<file path="src/rtl/source_sweep.sv">
// Exhaustive sweep driver for a 2-input, 2-bit function: drives all 16 (a,b) pairs,
// samples c after a settle delay, and builds a packed truth table plus value histogram.
module source_sweep #(
   parameter int SETTLE = 1
) (
   input  logic        clk,
   input  logic        rst_n,
   input  logic        start,
   output logic [1:0]  a_out,
   output logic [1:0]  b_out,
   input  logic [1:0]  c_in,
   output logic        busy,
   output logic        done,
   output logic [31:0] result,
   output logic [4:0]  cnt0,
   output logic [4:0]  cnt1,
   output logic [4:0]  cnt2,
   output logic [4:0]  cnt3
);

   localparam logic [1:0] IDLE   = 2'd0;
   localparam logic [1:0] DRIVE  = 2'd1;
   localparam logic [1:0] SAMPLE = 2'd2;
   localparam logic [1:0] DONE   = 2'd3;

   localparam logic [3:0] SETTLE_LAST = 4'(SETTLE - 1);

   logic [1:0] state;
   logic [3:0] idx;
   logic [3:0] settle_cnt;

   always_ff @(posedge clk or negedge rst_n) begin
      if (!rst_n) begin
         state      <= IDLE;
         idx        <= 4'd0;
         settle_cnt <= 4'd0;
         result     <= 32'd0;
         cnt0       <= 5'd0;
         cnt1       <= 5'd0;
         cnt2       <= 5'd0;
         cnt3       <= 5'd0;
      end else begin
         case (state)
            IDLE, DONE: begin
               // A finished sweep stays readable until the next start is accepted
               if (start) begin
                  state      <= DRIVE;
                  idx        <= 4'd0;
                  settle_cnt <= 4'd0;
                  result     <= 32'd0;
                  cnt0       <= 5'd0;
                  cnt1       <= 5'd0;
                  cnt2       <= 5'd0;
                  cnt3       <= 5'd0;
               end
            end
            DRIVE: begin
               if (settle_cnt == SETTLE_LAST) begin
                  state      <= SAMPLE;
                  settle_cnt <= 4'd0;
               end else begin
                  settle_cnt <= settle_cnt + 4'd1;
               end
            end
            SAMPLE: begin
               result[{idx, 1'b0} +: 2] <= c_in;
               case (c_in)
                  2'd0:    cnt0 <= cnt0 + 5'd1;
                  2'd1:    cnt1 <= cnt1 + 5'd1;
                  2'd2:    cnt2 <= cnt2 + 5'd1;
                  default: cnt3 <= cnt3 + 5'd1;
               endcase
               if (idx == 4'd15) begin
                  state <= DONE;
               end else begin
                  idx   <= idx + 4'd1;
                  state <= DRIVE;
               end
            end
            default: state <= IDLE;
         endcase
      end
   end

   assign a_out = idx[3:2];
   assign b_out = idx[1:0];
   assign busy  = (state == DRIVE) || (state == SAMPLE);
   assign done  = (state == DONE);

endmodule
</file>
<file path="config.mk">
export PLATFORM = sky130hd
export DESIGN_NAME = source_sweep
export DESIGN_NICKNAME = d
export VERILOG_FILES = /design/src/rtl/source_sweep.sv
export SDC_FILE = /design/constraint.sdc
export NUM_CORES = 1
export LEC_CHECK = 0
export ABC_AREA = 1
export BUFFER_PORTS_ARGS = -buffer_cell sky130_fd_sc_hd__clkbuf_2
export CORE_MARGIN = 4
export CORE_UTILIZATION = 40
export CTS_BUF_LIST = sky130_fd_sc_hd__clkbuf_8
export DETAILED_ROUTE_END_ITERATION = 8
export GPL_TIMING_DRIVEN = 0
export PLACE_DENSITY_LB_ADDON = 0.05
export SLEW_MARGIN = 20
export SYNTH_ARGS = -nofsm -noshare
export SYNTH_HDL_FRONTEND = slang
export SYNTH_SLANG_ARGS = --single-unit
</file>
<file path="constraint.sdc">
create_clock -name clk -period 2.1 [get_ports clk]
set_input_delay 0.105 -clock clk [delete_from_list [all_inputs] [get_ports clk]]
set_output_delay 0.105 -clock clk [all_outputs]
set_load 0.1 [all_outputs]
</file>
After elaboration in Yosys (flattened, before gate mapping) --
Cells that the tools add are included.
Cells by class: $add $sub $neg 7, equal/unequal tests 13, shifts and indexed selects 2, multiplexer cells 21, reductions and logical operators 16
Operators with widths (number):
- $pmux W32 S2 | 1
- $pmux W5 S2 | 4
- $bwmux W32 | 1
- $mux W32 | 1
- $shift A2 B7 Y32 const A | 1
- $shiftx A2 B7 Y32 | 1
- $mux W5 | 5
- $add A5 B1 Y5 const B | 4
- $pmux W4 S2 | 2
- $reduce_and A3 Y1 | 5
- $mux W4 | 3
- $add A4 B1 Y4 const B | 2
- $ne A2 B2 Y1 const B | 4
- $neg A5 Y7 | 1
- $eq A2 B2 Y1 const B | 3
- $mux W2 | 3
- $ne A2 B1 Y1 const B | 3
- $pmux W2 S3 | 1
- $reduce_and A2 Y1 | 3
- $eq A2 B1 Y1 const B | 2
- $eq A4 B4 Y1 const B | 1
- $logic_not A2 Y1 | 2
- $logic_not A4 Y1 | 1
- $reduce_bool A2 Y1 | 2
- other kinds (3) | 3
Storage, ports and cells: register bits after elaboration 62, input bits 5, output and inout bits 58, word-level logic and storage cells 67

Logic depth before layout (Yosys ltp) --
Gate-level depths: netlist of run 1.
word-level depth 4, mapped depth 12, depth with buffers taken out 11

Least setup slack after synthesis of run 1 --
No wires, ideal clock.
kind flip-flop to flip-flop, start register idx[0], end register result[2], library setup time 129 ps, data arrival time 2131 ps, data required time 1971 ps, path slack -160 ps, cell stages (with the launch flop) 10, path buffers 0, clock period less this slack 2260 ps, cell sequence dfrtp_1 inv_2 ha_1 xor2_1 nor2_1 nand2_1 nand2_1 nand2_1 nand2_1 o21ai_0
Between the ends: word-level cells in the longest chain between the ends 4, elaborated cells on any way between the ends 5, those cells by class add/sub (1); shift (2); mux (2)
Ends and longest elaborated chain:
- from (decl) | RTL line 29 | logic [3:0] idx;
- from (signal assigned) | RTL line 76 | idx <= idx + 4'd1;
- $neg A5 Y7 * | RTL line 66 | result[{idx, 1'b0} +: 2] <= c_in;
- $shiftx A2 B7 Y32 or $shift A2 B7 Y32 (tied branches) | RTL line 66
- $bwmux W32 * | RTL line 66
- $pmux W32 S2 * | RTL line 43 | case (state)
- to (signal, indexed assignment) | RTL line 66
- to (decl) | RTL line 14 | output logic [31:0] result,
Mark *: on every way between the ends. The rest lies on a longest branch, timed or not. A chain may end at the register's enable or synchronous reset.

Worst setup path after layout of run 1 --
start register state[0], end register cnt3[4]
Between the ends: word-level cells in the longest chain between the ends 4, elaborated cells on any way between the ends 9, those cells by class eq/ne (4); mux (1); reduce/logical (4)
Ends and longest elaborated chain:
- from (decl) | RTL line 28 | logic [1:0] state;
- from (signal assigned) | RTL line 34 | state <= IDLE;
- from (signal assigned) | RTL line 47 | state <= DRIVE;
- from (signal assigned) | RTL line 59 | state <= SAMPLE;
- $eq A2 B2 Y1 or $logic_not A2 Y1 (tied branches) | RTL line 43
- $reduce_or A2 Y1 | RTL line 43
- $ne A2 B2 Y1 (no line) or $reduce_bool A2 Y1 (tied branches)
- $reduce_and A3 Y1 (no line)
- to (signal assigned) | RTL line 71 | default: cnt3 <= cnt3 + 5'd1;
- to (decl) | RTL line 18 | output logic [4:0] cnt3
Several ways; a longest one is shown, not always the timed one.

==> metrics.md, run 1 <==
| Metric | Value |
|---|---|
| Post-CTS setup buffers | 0 |
| Instance count of the mapped netlist | 416 |
| Multiplexer area fraction after synthesis | 0% |
| H-tree lvl count | 3 |
| DRT Wirelength | 7640 um |
| Count of input and output buffers | between 60 and 70 |
| Area fraction in compound gates after synthesis | 7.97% |
| Critical path type | reg -> reg |
| Placer's final routability congestion estimate | 0.871 |
| Area share of the largest cell type after synthesis | ~47% |
| Routed wl met3 | around 340 um |
| YS warnings | 0 |
| Die area | 9720 um^2 |
| Fmax achieved | around 510 MHz |
| Arrival time worst endpoint | 2.17 ns |
| Routed length on met2 | between 3000 and 4000 um |
| Final ANT Viol Nets | 0 |
| Number of antenna violations at the first check in global routing | 0 |
| Largest fanout on the critical path | 6 |
| Pin count of the biggest net entering global routing | 40 |
| Setup TNS after final layout | 0 ns |
| Maximum clock insertion buffer count | 2 |
| Nets | a little over 500 |
| Number of clock sinks seen by CTS | 62 |
| Area of the core | around 7800 um^2 |
| Unrepaired setup endpoints after global routing | no |
| Fraction of final layout cells sized beyond drive strength 1 | 21.5% |
| Leading area contributor after synthesis | sky130_fd_sc_hd__dfrtp_1 |
| Cell depth of the worst min-delay path | 4 |
| Parity-gate share of the synthesized area counting xor and xnor cells | less than 1% |
| Share of synthesized cell area in full adder, half adder and majority cells | approximately 5.3% |
| Critical path buffers and inverters | 2 |
| Number of iterations in the first detailed-routing pass | 4 |
| Cells along the critical path | inv_1 > ha_1 > inv_2 > nor2_4 > nor2_2 > nand2_1 > nor3_2 > nand3_1 > nand2_1 > nor2_1 |
| Per-cell via count in the routed design | 4.75 |
| Number of hold-slack violations in the final timing report | 0 |
| Critical path endpoint category | flop |
| Hold slack final | about 0.15 ns |
| Synthesized area | approximately 3300 um^2 |
| Root buf cell | sky130_fd_sc_hd__clkbuf_8 |
| Leak pwr | approximately 2.1 nW |
| Met1 wire length | about 3500 um |
| Pin slew with the least headroom to its limit | roughly 0.60 ns |
| Combinational family with the most area after synthesis | simple AND/OR/NAND/NOR gates |
| Routed wirelength normalized by instance count | between 10 and 15 um |
| Synth Area in Simple Gates | a little under a third |
| Std cell rows | 32 |
| Largest cells by area after synthesis | sky130_fd_sc_hd__dfrtp_1 (47%), sky130_fd_sc_hd__nand2_1 (16%), sky130_fd_sc_hd__ha_1 (5.3%) |
| Setup Skew | 0.00564 ns |
| First-pass GRT wire length | around 13,000 um |
| Min cycle time layout | ~1.9 ns |
| Final Slew Violations | 0 |
| Delay of the slowest cell on the worst path | between 0.4 and 0.5 ns |
| Post-Synthesis Net Count | 435 |
| Worst-path cell with the longest stage delay | sky130_fd_sc_hd__dfrtp_1 |
| Power density of the placed cells | ~1500 nW/um^2 |
| Result of the run | completed |
| Highest Signal Layer | met4 |
| Final core utilization | 50.1% |
| Iteration-0 DRC count of the detailed router | 90 |
| Global-route usage over all layers | roughly 17% |
| Post-synthesis sequential element count | a little over 60 |
| Path length in cells of the critical path | 10 |
| Vias in the first global route | about 2,800 |
| Worst IR Drop VDD | 1.25 mV |
| Insertion delay to the later sink of the worst-skew pair | about 0.34 ns |
| Remaining max-slew budget at the tightest pin | around three fifths |
| CTS clk-pin slew, worst paths | ~0.060 ns |
| Die height | 98.6 um |
| Fraction of the cycle the final worst path needs | about 93% |
| Crit-path leading delay family | simple AND/OR/NAND/NOR gates |
| Sequential-to-total area share from yosys stat | a little under half |
| Gr ovfl total | 0 |
| Type of the worst min-delay path | in -> reg |
| Cell seen most often among critical-path stages | sky130_fd_sc_hd__nand2_1 |
| Count of maximum capacitance violations | 0 |
| Area overhead of the layout relative to synthesis | 19.7% |
| Data required time of the critical path | between 2 and 2.5 ns |
| Via count | between 2,000 and 3,000 |
| Filler Cells Inserted | 828 |
| Total DRC errors in the routed layout | 0 |
| Initial Utilization | 41.8% |
| Critical Path Source Type | flop |
| Die width | about 99 um |
| Distinct cells, synth | 30 |
| Antenna diode count | 0 |
| Syn Area/Cell | about 7.9 um^2 |
| Sum of internal, switching and leakage power | about 0.006 W |
| CTS tree | built |
| Post-detailed-placement half-perimeter wirelength | 5790 um |
| Logic depth of the worst register-to-register path | 10 |
| Number of buffers inserted during clock tree synthesis | 9 |
| Final-report setup violation count | 0 |
| Number of ports placed on the die boundary | 63 |
-- per-stage QoR --
| stage | instance area (um^2) | setup slack [ns] | std cells |
|---|---|---|---|
| floorplan | 3280 | 0.0699 | 416 |
| finish | 3930 | 0.155 | 596 |
| detailed placement | 3740 | 0.163 | 581 |
| global route | 3930 | 0.0149 | 596 |
| global placement | 3720 | 0.201 | 580 |
| CTS | 3930 | 0.162 | 596 |
-- repair_timing --
action / CTS / global route
gates resized for setup: 0 / 0
endpoints found under the setup margin: 0 / 0
hold buffers: 1 / 0
endpoints found under the hold margin: 23 / 0
-- worst paths after layout --
kind / to / from / slack, ns
min in group asynchronous: result[7]$_DFFE_PN0P_ / rst_n / 0.23
worst max-delay path: cnt3[4]$_DFFE_PN0P_ / state[0]$_DFFE_PN0P_ / 0.15
worst max register to register: cnt3[4]$_DFFE_PN0P_ / state[0]$_DFFE_PN0P_ / 0.15
worst min-delay path: cnt0[0]$_DFFE_PN0P_ / c_in[0] / 0.15
max in group asynchronous: idx[0]$_DFFE_PN0P_ / rst_n / 1.33
worst min register to register: result[26]$_DFFE_PN0P_ / result[26]$_DFFE_PN0P_ / 0.47
-- kinds of logic after synthesis --
logic type                 Yosys count
AOI/OAI and AO/OA                   50
xor gates and xnor gates             3
adders and majority gates           14
buffers and inverters               58
DFF                                 62
and+or+nand+nor                    229
-- state kept, by name (all words and copies together), names as in the netlist --
signal / flops
cnt3: 5
result: 32
state: 2
cnt2: 5
cnt0: 5
cnt1: 5
settle_cnt: 4
idx: 4
-- routing by layer --
layer  global-route usage, %  vias to the layer above
li1                        -                     1471
met1                    20.9                     1300
met2                    27.1                       49
met3                    4.18                       12
met4                    8.09                        0
met5                       0                        -
-- power by group --
part	total, W	leakage [nW]	switching [W]	internal, W
registers	0.00153	0.851	0.000174	0.00136
clock network	0.000953	0.0955	0.000447	0.000506
logic	0.00358	1.15	0.00278	0.000803
total	0.00607	2.10	0.00340	0.00267
-- cell type report --
type | count | area (um^2) | share of cell area (%)
Clock buffer | 12 | 165 | 4.20
Buffer | 7 | 55.1 | 1.40
Multi-Input combinational cell | 296 | 1480 | 37.7
Inverter | 51 | 194 | 4.94
Tap cell | 102 | 128 | 3.25
Timing Repair Buffer | 64 | 343 | 8.73
Clock inverter | 2 | 8.76 | 0.223
Sequential cell | 62 | 1550 | 39.6
-- synth_stat cells (all sizes together) --
library cell	instances
or2	2
dfrtp	62
ha	14
inv	51
nand4	1
buf	7
nor3	12
a21oi	15
o21ai	31
nand3b	1
nor3b	5
xor2	2
o21a	3
nor2	30
xnor2	1
nand3	32
nand2	146
o41ai	1
-- tightest hold or removal path, stage by stage --
cell,delay (ns)
sky130_fd_sc_hd__clkbuf_2,0.12
sky130_fd_sc_hd__inv_1,0.05
sky130_fd_sc_hd__nand2_1,0.09
sky130_fd_sc_hd__o41ai_1,0.08
-- cell usage in the layout, fill, tap and decap left out, types with 2 or more instances in the layout --
| master | netlist | routed |
|---|---|---|
| sky130_fd_sc_hd__a21oi_1 | 15 | 15 |
| sky130_fd_sc_hd__ha_1 | 14 | 14 |
| sky130_fd_sc_hd__xor2_1 | 2 | 2 |
| sky130_fd_sc_hd__dfrtp_2 | 0 | 2 |
| sky130_fd_sc_hd__nor2_2 | 3 | 3 |
| sky130_fd_sc_hd__inv_1 | 46 | 47 |
| sky130_fd_sc_hd__clkbuf_8 | 0 | 12 |
| sky130_fd_sc_hd__or2_2 | 2 | 2 |
| sky130_fd_sc_hd__clkbuf_2 | 0 | 61 |
| sky130_fd_sc_hd__nor3b_1 | 4 | 4 |
| sky130_fd_sc_hd__dfrtp_1 | 62 | 60 |
| sky130_fd_sc_hd__nor2_4 | 3 | 3 |
| sky130_fd_sc_hd__buf_2 | 2 | 2 |
| sky130_fd_sc_hd__o21ai_0 | 24 | 24 |
| sky130_fd_sc_hd__buf_6 | 3 | 3 |
| sky130_fd_sc_hd__o21a_1 | 3 | 3 |
| sky130_fd_sc_hd__o21ai_1 | 7 | 7 |
| sky130_fd_sc_hd__nand2_1 | 140 | 140 |
| sky130_fd_sc_hd__nor3_2 | 2 | 2 |
| sky130_fd_sc_hd__nand3_1 | 32 | 32 |
| sky130_fd_sc_hd__nor3_1 | 10 | 10 |
| sky130_fd_sc_hd__inv_2 | 4 | 4 |
| sky130_fd_sc_hd__nor2_1 | 24 | 24 |
| sky130_fd_sc_hd__nand2_2 | 5 | 5 |
Note: power is estimated with default switching activity, not from simulation.
==> run 2: changes to the inputs <==
--- a/config.mk
+++ b/config.mk
@@ -12,7 +12,7 @@
 export CTS_BUF_LIST = sky130_fd_sc_hd__clkbuf_8
 export DETAILED_ROUTE_END_ITERATION = 8
 export GPL_TIMING_DRIVEN = 0
-export PLACE_DENSITY_LB_ADDON = 0.05
+export PLACE_DENSITY_LB_ADDON = 0.08
 export SLEW_MARGIN = 20
 export SYNTH_ARGS = -nofsm -noshare
 export SYNTH_HDL_FRONTEND = slang
==> metrics.md, run 2 (synthesis gave the netlist of run 1 again) <==
| Metric | Value |
|---|---|
| Result of the run | completed |
| Nets | 510 |
| Global-route usage over all layers | 16.5% |
| Setup TNS after final layout | 0 ns |
| Die height | between 90 and 100 um |
| Routed wirelength normalized by instance count | approximately 13 um |
| Fraction of power spent switching nets | 56.1% |
| Number of buffers inserted during clock tree synthesis | 9 |
| Iteration-0 DRC count of the detailed router | ~120 |
| Arrival time worst endpoint | approximately 2.2 ns |
| Initial Utilization | roughly two fifths |
| Placer's final routability congestion estimate | approximately 0.84 |
| Critical path type | reg -> reg |
| Setup slack of the worst register-to-register path | between 0.15 and 0.2 ns |
| CTS tree | built |
| Worst IR Drop VDD | between 1 and 1.5 mV |
| Area overhead of the layout relative to synthesis | 20.2% |
| Vias in the first global route | 2,847 |
| Die width | just under 100 um |
| Logic gate share of total power | between 50 and 60% |
| Pin count of the biggest net entering global routing | 35 |
| CTS clk-pin slew, worst paths | roughly 0.07 ns |
| Power density of the placed cells | approximately 1600 nW/um^2 |
| Fraction of the cycle the final worst path needs | a little over 90% |
| Pin slew with the least headroom to its limit | between 0.5 and 0.6 ns |
| Commonest cells after routing, fill and taps aside | sky130_fd_sc_hd__nand2_1 (140), sky130_fd_sc_hd__clkbuf_2 (61), sky130_fd_sc_hd__dfrtp_1 (60) |
| Number of iterations in the first detailed-routing pass | 4 |
| Fmax achieved | slightly above 500 MHz |
| Critical Path Source Type | flop |
| Root buf cell | sky130_fd_sc_hd__clkbuf_8 |
| Placed insts | between 500 and 600 |
| Type of the worst min-delay path | in -> reg |
| Sequential share of power | about a quarter |
| Insertion delay to the later sink of the worst-skew pair | about 0.33 ns |
| Sum of internal, switching and leakage power | just over 0.006 W |
| Post-detailed-placement half-perimeter wirelength | about 5700 um |
| Maximum clock insertion buffer count | 2 |
| Unrepaired setup endpoints after global routing | no |
| Number of hold-slack violations in the final timing report | 0 |
| Reported net switching power | between 0.003 and 0.004 W |
| Most common cell after layout, fill and taps aside | sky130_fd_sc_hd__nand2_1 |
| Number of antenna violations at the first check in global routing | 0 |
| Gr ovfl total | 0 |
| Final ANT Viol Nets | 0 |
| Largest fanout on the critical path | 10 |
| Antenna diode count | 0 |
| Post-route insts no fill | 598 |
| Per-cell via count in the routed design | roughly 4.8 |
| Largest register by flop count | result |
| Min cycle time layout | a little under 2 ns |
| H-tree lvl count | 3 |
| Area of the core | 7850 um^2 |
| Total DRC errors in the routed layout | 0 |
| Post-route worst setup slack | around 0.15 ns |
| Die area | around 10000 um^2 |
| Part of the power in the clock network | 16.2% |
| Final-report setup violation count | 0 |
| Number of clock sinks seen by CTS | 62 |
| Count of maximum capacitance violations | 0 |
| Std cell rows | 32 |
| Via count | between 2,000 and 3,000 |
| First-pass GRT wire length | ~13,000 um |
| Fraction of final layout cells sized beyond drive strength 1 | between 20% and 30% |
| Leak pwr | roughly 2.1 nW |
| Largest register FFs | 32 |
| Number of ports placed on the die boundary | 63 |
| Remaining max-slew budget at the tightest pin | between 60% and 70% |
| DRT Wirelength | approximately 7600 um |
| Critical path endpoint category | flop |
| Internal Pwr Total | roughly 0.0027 W |
| Final Slew Violations | 0 |
| Data required time of the critical path | roughly 2.3 ns |
| Worst-case setup slack after placement | approximately 0.15 ns |
| Count of input and output buffers | between 60 and 70 |
| Post-CTS setup buffers | 0 |
| Setup Skew | just under 0.009 ns |
==> run 2: cell count changes in the layout (fill, tap and decap cells not counted), sizes merged <==
| cell | previous run | this run |
|---|---|---|
| clkinvlp | 0 | 1 |
| clkbuf | 74 | 71 |
| bufinv | 0 | 1 |
| clkinv | 1 | 2 |
| inv | 52 | 54 |
==> run 2: metrics by stage <==
stage          instance area (um^2)  utilization (%)  hold slack [ns]
6_report                       3940             50.3            0.207
2_1_floorplan                  3280                -           -0.191
4_1_cts                        3940             50.2            0.182
5_1_grt                        3940             50.3            0.228
3_3_place_gp                   3720             47.4            0.458
3_5_place_dp                   3740             47.7           0.0958
==> run 2: metal layers <==
| metal | vias up | GRT usage (%) | share of wire [%] |
|---|---|---|---|
| li1 | 1477 | - | - |
| met1 | 1335 | 22.0 | 49 |
| met2 | 61 | 26.1 | 45 |
| met3 | 11 | 4.53 | 4.4 |
| met4 | 0 | 5.15 | 1.4 |
| met5 | - | 0 | 0 |
==> run 2: final cells by class <==
class | instances | area (um^2)
Tap cell | 102 | 128
Inverter | 51 | 194
Multi-Input combinational cell | 296 | 1490
Clock inverter | 7 | 58.8
Timing Repair Buffer | 64 | 343
Sequential cell | 62 | 1550
Buffer | 7 | 55.1
Clock buffer | 9 | 124
Fill cell | 817 | 3900
==> run 2: repair_timing <==
item | 4_1_cts | 5_1_grt
setup endpoints to repair | 0 | 1
endpoints found under the hold margin | 28 | 0
hold buffers | 1 | 0
resized for setup | 0 | 1
==> run 2: critical path, cell delays in order, from the launching register on <==
cell and delay [ns]:
sky130_fd_sc_hd__dfrtp_1 0.43, sky130_fd_sc_hd__inv_1 0.07, sky130_fd_sc_hd__ha_1 0.33, sky130_fd_sc_hd__inv_2 0.14, sky130_fd_sc_hd__nor2_4 0.06, sky130_fd_sc_hd__nor2_2 0.16, sky130_fd_sc_hd__buf_6 0.19, sky130_fd_sc_hd__nand2_8 0.09
sky130_fd_sc_hd__inv_2 0.18, sky130_fd_sc_hd__a21oi_1 0.06, sky130_fd_sc_hd__o21a_1 0.10
==> run 2: power groups by stage <==
stage | registers (W) | clock network [W] | logic, W
after floorplan | 0.00241 | 0 | 0.00203
after global placement | 0.00156 | 0 | 0.00357
after detailed placement | 0.00156 | 0 | 0.00360
after CTS | 0.00154 | 0.00103 | 0.00361
after global routing | 0.00156 | 0.00109 | 0.00397
final | 0.00154 | 0.000991 | 0.00359
==> run 2: worst paths after layout <==
| kind | startpoint | endpoint | cells past startpoint |
|---|---|---|---|
| worst max-delay path | state[0]$_DFFE_PN0P_ | cnt2[3]$_DFFE_PN0P_ | 10 |
| worst min-delay path | c_in[0] | cnt0[0]$_DFFE_PN0P_ | 4 |
| worst max register to register | state[0]$_DFFE_PN0P_ | cnt2[3]$_DFFE_PN0P_ | 10 |
| worst min register to register | result[8]$_DFFE_PN0P_ | result[8]$_DFFE_PN0P_ | 2 |
| max in group asynchronous | rst_n | idx[0]$_DFFE_PN0P_ | 3 |
| min in group asynchronous | rst_n | result[23]$_DFFE_PN0P_ | 2 |
==> run 3: changes to the inputs <==
--- a/config.mk
+++ b/config.mk
@@ -5,7 +5,6 @@
 export SDC_FILE = /design/constraint.sdc
 export NUM_CORES = 1
 export LEC_CHECK = 0
-export ABC_AREA = 1
 export BUFFER_PORTS_ARGS = -buffer_cell sky130_fd_sc_hd__clkbuf_2
 export CORE_MARGIN = 4
 export CORE_UTILIZATION = 40
==> metrics.md, run 3 <==
| Metric | Value |
|---|---|
| Result of the run | completed |
| Maximum clock insertion buffer count | 2 |
| Leading area contributor after synthesis | sky130_fd_sc_hd__dfrtp_1 |
| Placer's final routability congestion estimate | 0.874 |
| Critical path type | reg -> reg |
| Sequential-to-total area share from yosys stat | 40.4% |
| Pin slew with the least headroom to its limit | approximately 0.65 ns |
| Iteration-0 DRC count of the detailed router | 140 |
| Post-detailed-placement half-perimeter wirelength | around 8000 um |
| Setup slack of the worst register-to-register path | about 0.010 ns |
| Final Slew Violations | 0 |
| Total DRC errors in the routed layout | 0 |
| Power density of the placed cells | 1320 nW/um^2 |
| Number of ports placed on the die boundary | 63 |
| Area of combinational cells with multiple inputs | 2200 um^2 |
| Top-count cell post-synth | sky130_fd_sc_hd__dfrtp_1 |
| Largest fanout on the critical path | 9 |
| Cells along the critical path | buf_12 > inv_4 > ha_4 > and3b_2 > a211oi_4 > o22ai_1 > or3_1 |
| Number of iterations in the first detailed-routing pass | 5 |
| Critical path endpoint category | flop |
| Final ANT Viol Nets | 0 |
| H-tree lvl count | 3 |
| Per-cell via count in the routed design | roughly 5.6 |
| Commonest cells after routing, fill and taps aside | sky130_fd_sc_hd__clkbuf_2 (63), sky130_fd_sc_hd__dfrtp_1 (58), sky130_fd_sc_hd__nand2_1 (42) |
| Post-synthesis sequential element count | 62 |
| Vias in the first global route | approximately 3,500 |
| Post-Synthesis Net Count | 439 |
| Largest register FFs | 32 |
| Number of antenna violations at the first check in global routing | 0 |
| Insertion delay to the later sink of the worst-skew pair | about 0.36 ns |
| Unrepaired setup endpoints after global routing | yes |
| Worst setup path startpoint | idx[1]$_DFFE_PN0P_ |
| Fmax achieved | 479 MHz |
| Filler Cells Inserted | 927 |
| Placed insts | between 600 and 700 |
| Delay of the slowest cell on the worst path | about 0.44 ns |
| Fraction of final layout cells sized beyond drive strength 1 | between 20% and 30% |
| Critical Path End | result[5]$_DFFE_PN0P_ |
| Proportion of register bits with asynchronous set or reset after synthesis | 100% |
| Final-report setup violation count | 0 |
| Number of synthesized flops with an enable pin | 0 |
| Remaining max-slew budget at the tightest pin | between 50% and 60% |
| CTS tree | built |
| Logic depth of the worst register-to-register path | 7 |
| Leak pwr | around 2.2 nW |
| Nets | around 520 |
| Post-route insts no fill | approximately 640 |
| Fraction of the cycle the final worst path needs | about 100% |
| Instance count of the mapped netlist | 420 |
| CTS clk-pin slew, worst paths | ~0.080 ns |
| Dpl cell area | roughly 4400 um^2 |
| Pin count of the biggest net entering global routing | 36 |
| Std cell rows | 35 |
| Setup Skew | 0.00698 ns |
| Data required time of the critical path | 2.33 ns |
| Number of buffers inserted during clock tree synthesis | 9 |
| Worst R2R Start | idx[1]$_DFFE_PN0P_ |
| Most common cell after layout, fill and taps aside | sky130_fd_sc_hd__clkbuf_2 |
| Type of the worst min-delay path | in -> async |
| Area of the core | between 9000 and 10,000 um^2 |
| Count of input and output buffers | 62 |
| Initial Utilization | around 41% |
| Worst IR Drop VDD | ~0.74 mV |
| Critical register-to-register path endpoint | result[5]$_DFFE_PN0P_ |
| Number of hold-slack violations in the final timing report | 0 |
| YS warnings | 0 |
| Distinct cells, synth | 64 |
| Die width | ~110 um |
| Global-route usage over all layers | roughly 21% |
| Synth Flop Type | sky130_fd_sc_hd__dfrtp_1 |
| DRT Wirelength | about 11,000 um |
| First-pass GRT wire length | between 15,000 and 20,000 um |
| Final core utilization | approximately 52% |
| Number of clock sinks seen by CTS | 62 |
| Antenna diode count | 0 |
| Root buf cell | sky130_fd_sc_hd__clkbuf_8 |
| Area overhead of the layout relative to synthesis | 24.7% |
| Sequential standard cell area | ~1600 um^2 |
| Die height | approximately 110 um |
| Die area | 11,200 um^2 |
| Routed wirelength normalized by instance count | around 18 um |
| Gr ovfl total | 0 |
| Min cycle time layout | 2.09 ns |
| Syn Area/Cell | roughly 9.1 um^2 |
| Arrival time worst endpoint | 2.32 ns |
| Area share of the largest cell type after synthesis | around two fifths |
| Worst-path cell with the longest stage delay | sky130_fd_sc_hd__dfrtp_4 |
| Critical Path Source Type | flop |
| Count of maximum capacitance violations | 0 |
| Largest cells by area after synthesis | sky130_fd_sc_hd__dfrtp_1 (40%), sky130_fd_sc_hd__ha_1 (4.6%), sky130_fd_sc_hd__nand2_1 (4.1%) |
| Largest register by flop count | result |
| Cell area after layout | 4790 um^2 |
| Synth cell count leaders | sky130_fd_sc_hd__dfrtp_1 (62), sky130_fd_sc_hd__nand2_1 (42), sky130_fd_sc_hd__nor2_1 (31) |
| Via count | 3,574 |
| Synthesized area | approximately 3800 um^2 |
run 3: cell count changes after synthesis, moves of 7 or more:
cell	change
sky130_fd_sc_hd__nand4_1	+8
sky130_fd_sc_hd__nand2b_1	+11
sky130_fd_sc_hd__a22o_1	+7
sky130_fd_sc_hd__inv_1	-31
sky130_fd_sc_hd__nor2_1	+7
sky130_fd_sc_hd__o22ai_1	+7
sky130_fd_sc_hd__and3_1	+7
sky130_fd_sc_hd__nand2_1	-98
sky130_fd_sc_hd__xnor2_1	+9
sky130_fd_sc_hd__nand3_1	-9
sky130_fd_sc_hd__buf_2	+12
sky130_fd_sc_hd__clkbuf_1	+11
sky130_fd_sc_hd__a32oi_1	+8
run 3: worst min path at each step:
stage                     startpoint                      to  slack, ns  cells past startpoint
2_1_floorplan                  rst_n     cnt0[0]$_DFFE_PN0P_      -0.19                      0
3_3_place_gp   result[9]$_DFFE_PN0P_   result[9]$_DFFE_PN0P_       0.47                      1
3_5_place_dp                   rst_n  result[20]$_DFFE_PN0P_       0.09                      1
4_1_cts                        rst_n  result[20]$_DFFE_PN0P_       0.25                      2
5_1_grt                        rst_n  result[20]$_DFFE_PN0P_       0.30                      2
6_report                       rst_n  result[20]$_DFFE_PN0P_       0.24                      2
run 3: report_power, final:
group | switching, W | total [W] | internal, W
sequential | 0.000189 | 0.00155 | 0.00136
clock | 0.000504 | 0.00126 | 0.000760
combinational | 0.00259 | 0.00353 | 0.000943
run 3: critical path, delay by kind of cell, from the launching register on:
family / cells / cell delay, ns
buf+inv: 2 / 0.17
compound gates: 2 / 0.57
flops: 1 / 0.44
fa+ha+maj: 1 / 0.18
simple gates: 2 / 0.60
run 3: layout make-up:
type / instances / share of cell area, %
Multi-Input combinational cell: 314 / 45.9
Sequential cell: 62 / 32.6
Timing Repair Buffer: 73 / 8.57
Clock buffer: 12 / 3.45
Buffer: 28 / 3.40
Tap cell: 129 / 3.37
Clock inverter: 4 / 1.44
Inverter: 15 / 1.28
run 3: layer usage:
layer	GRT usage, %	vias to the layer above	routed length, um	part of all wire, %
met1	28.6	1740	5180	46
met3	3.10	20	619	5.5
li1	-	1701	-	-
met4	7.03	0	206	1.8
met2	33.2	113	5250	47
met5	0	-	0	0
run 3: cells by family after synthesis:
| kind of cell | synth area share, % |
|---|---|
| adders and majority gates | 4.56 |
| buffers and inverters | 4.86 |
| AOI/OAI and AO/OA | 20.9 |
| and+or+nand+nor | 23.7 |
| muxes | 2.80 |
| DFF | 40.4 |
| xor gates and xnor gates | 2.74 |
run 3: what timing repair did:
action	CTS	global route
hold buffers	1	0
endpoints found under the hold margin	27	0
gates resized for setup	11	8
endpoints found under the setup margin	46	37
pin swaps	1	3
gates cloned	0	0
setup buffers	3	6
run 3: stage by stage:
| step | power [W] | hold slack [ns] | worst slack (ns) | TNS, ns |
|---|---|---|---|---|
| CTS | 0.00626 | 0.253 | 0.00987 | 0 |
| detailed placement | 0.00489 | 0.0892 | -0.300 | -7.38 |
| finish | 0.00634 | 0.241 | 0.0103 | 0 |
| global placement | 0.00483 | 0.469 | -0.251 | -5.81 |
| global route | 0.00669 | 0.300 | -0.0525 | -0.0979 |
| floorplan | 0.00411 | -0.191 | -0.0446 | -0.0577 |
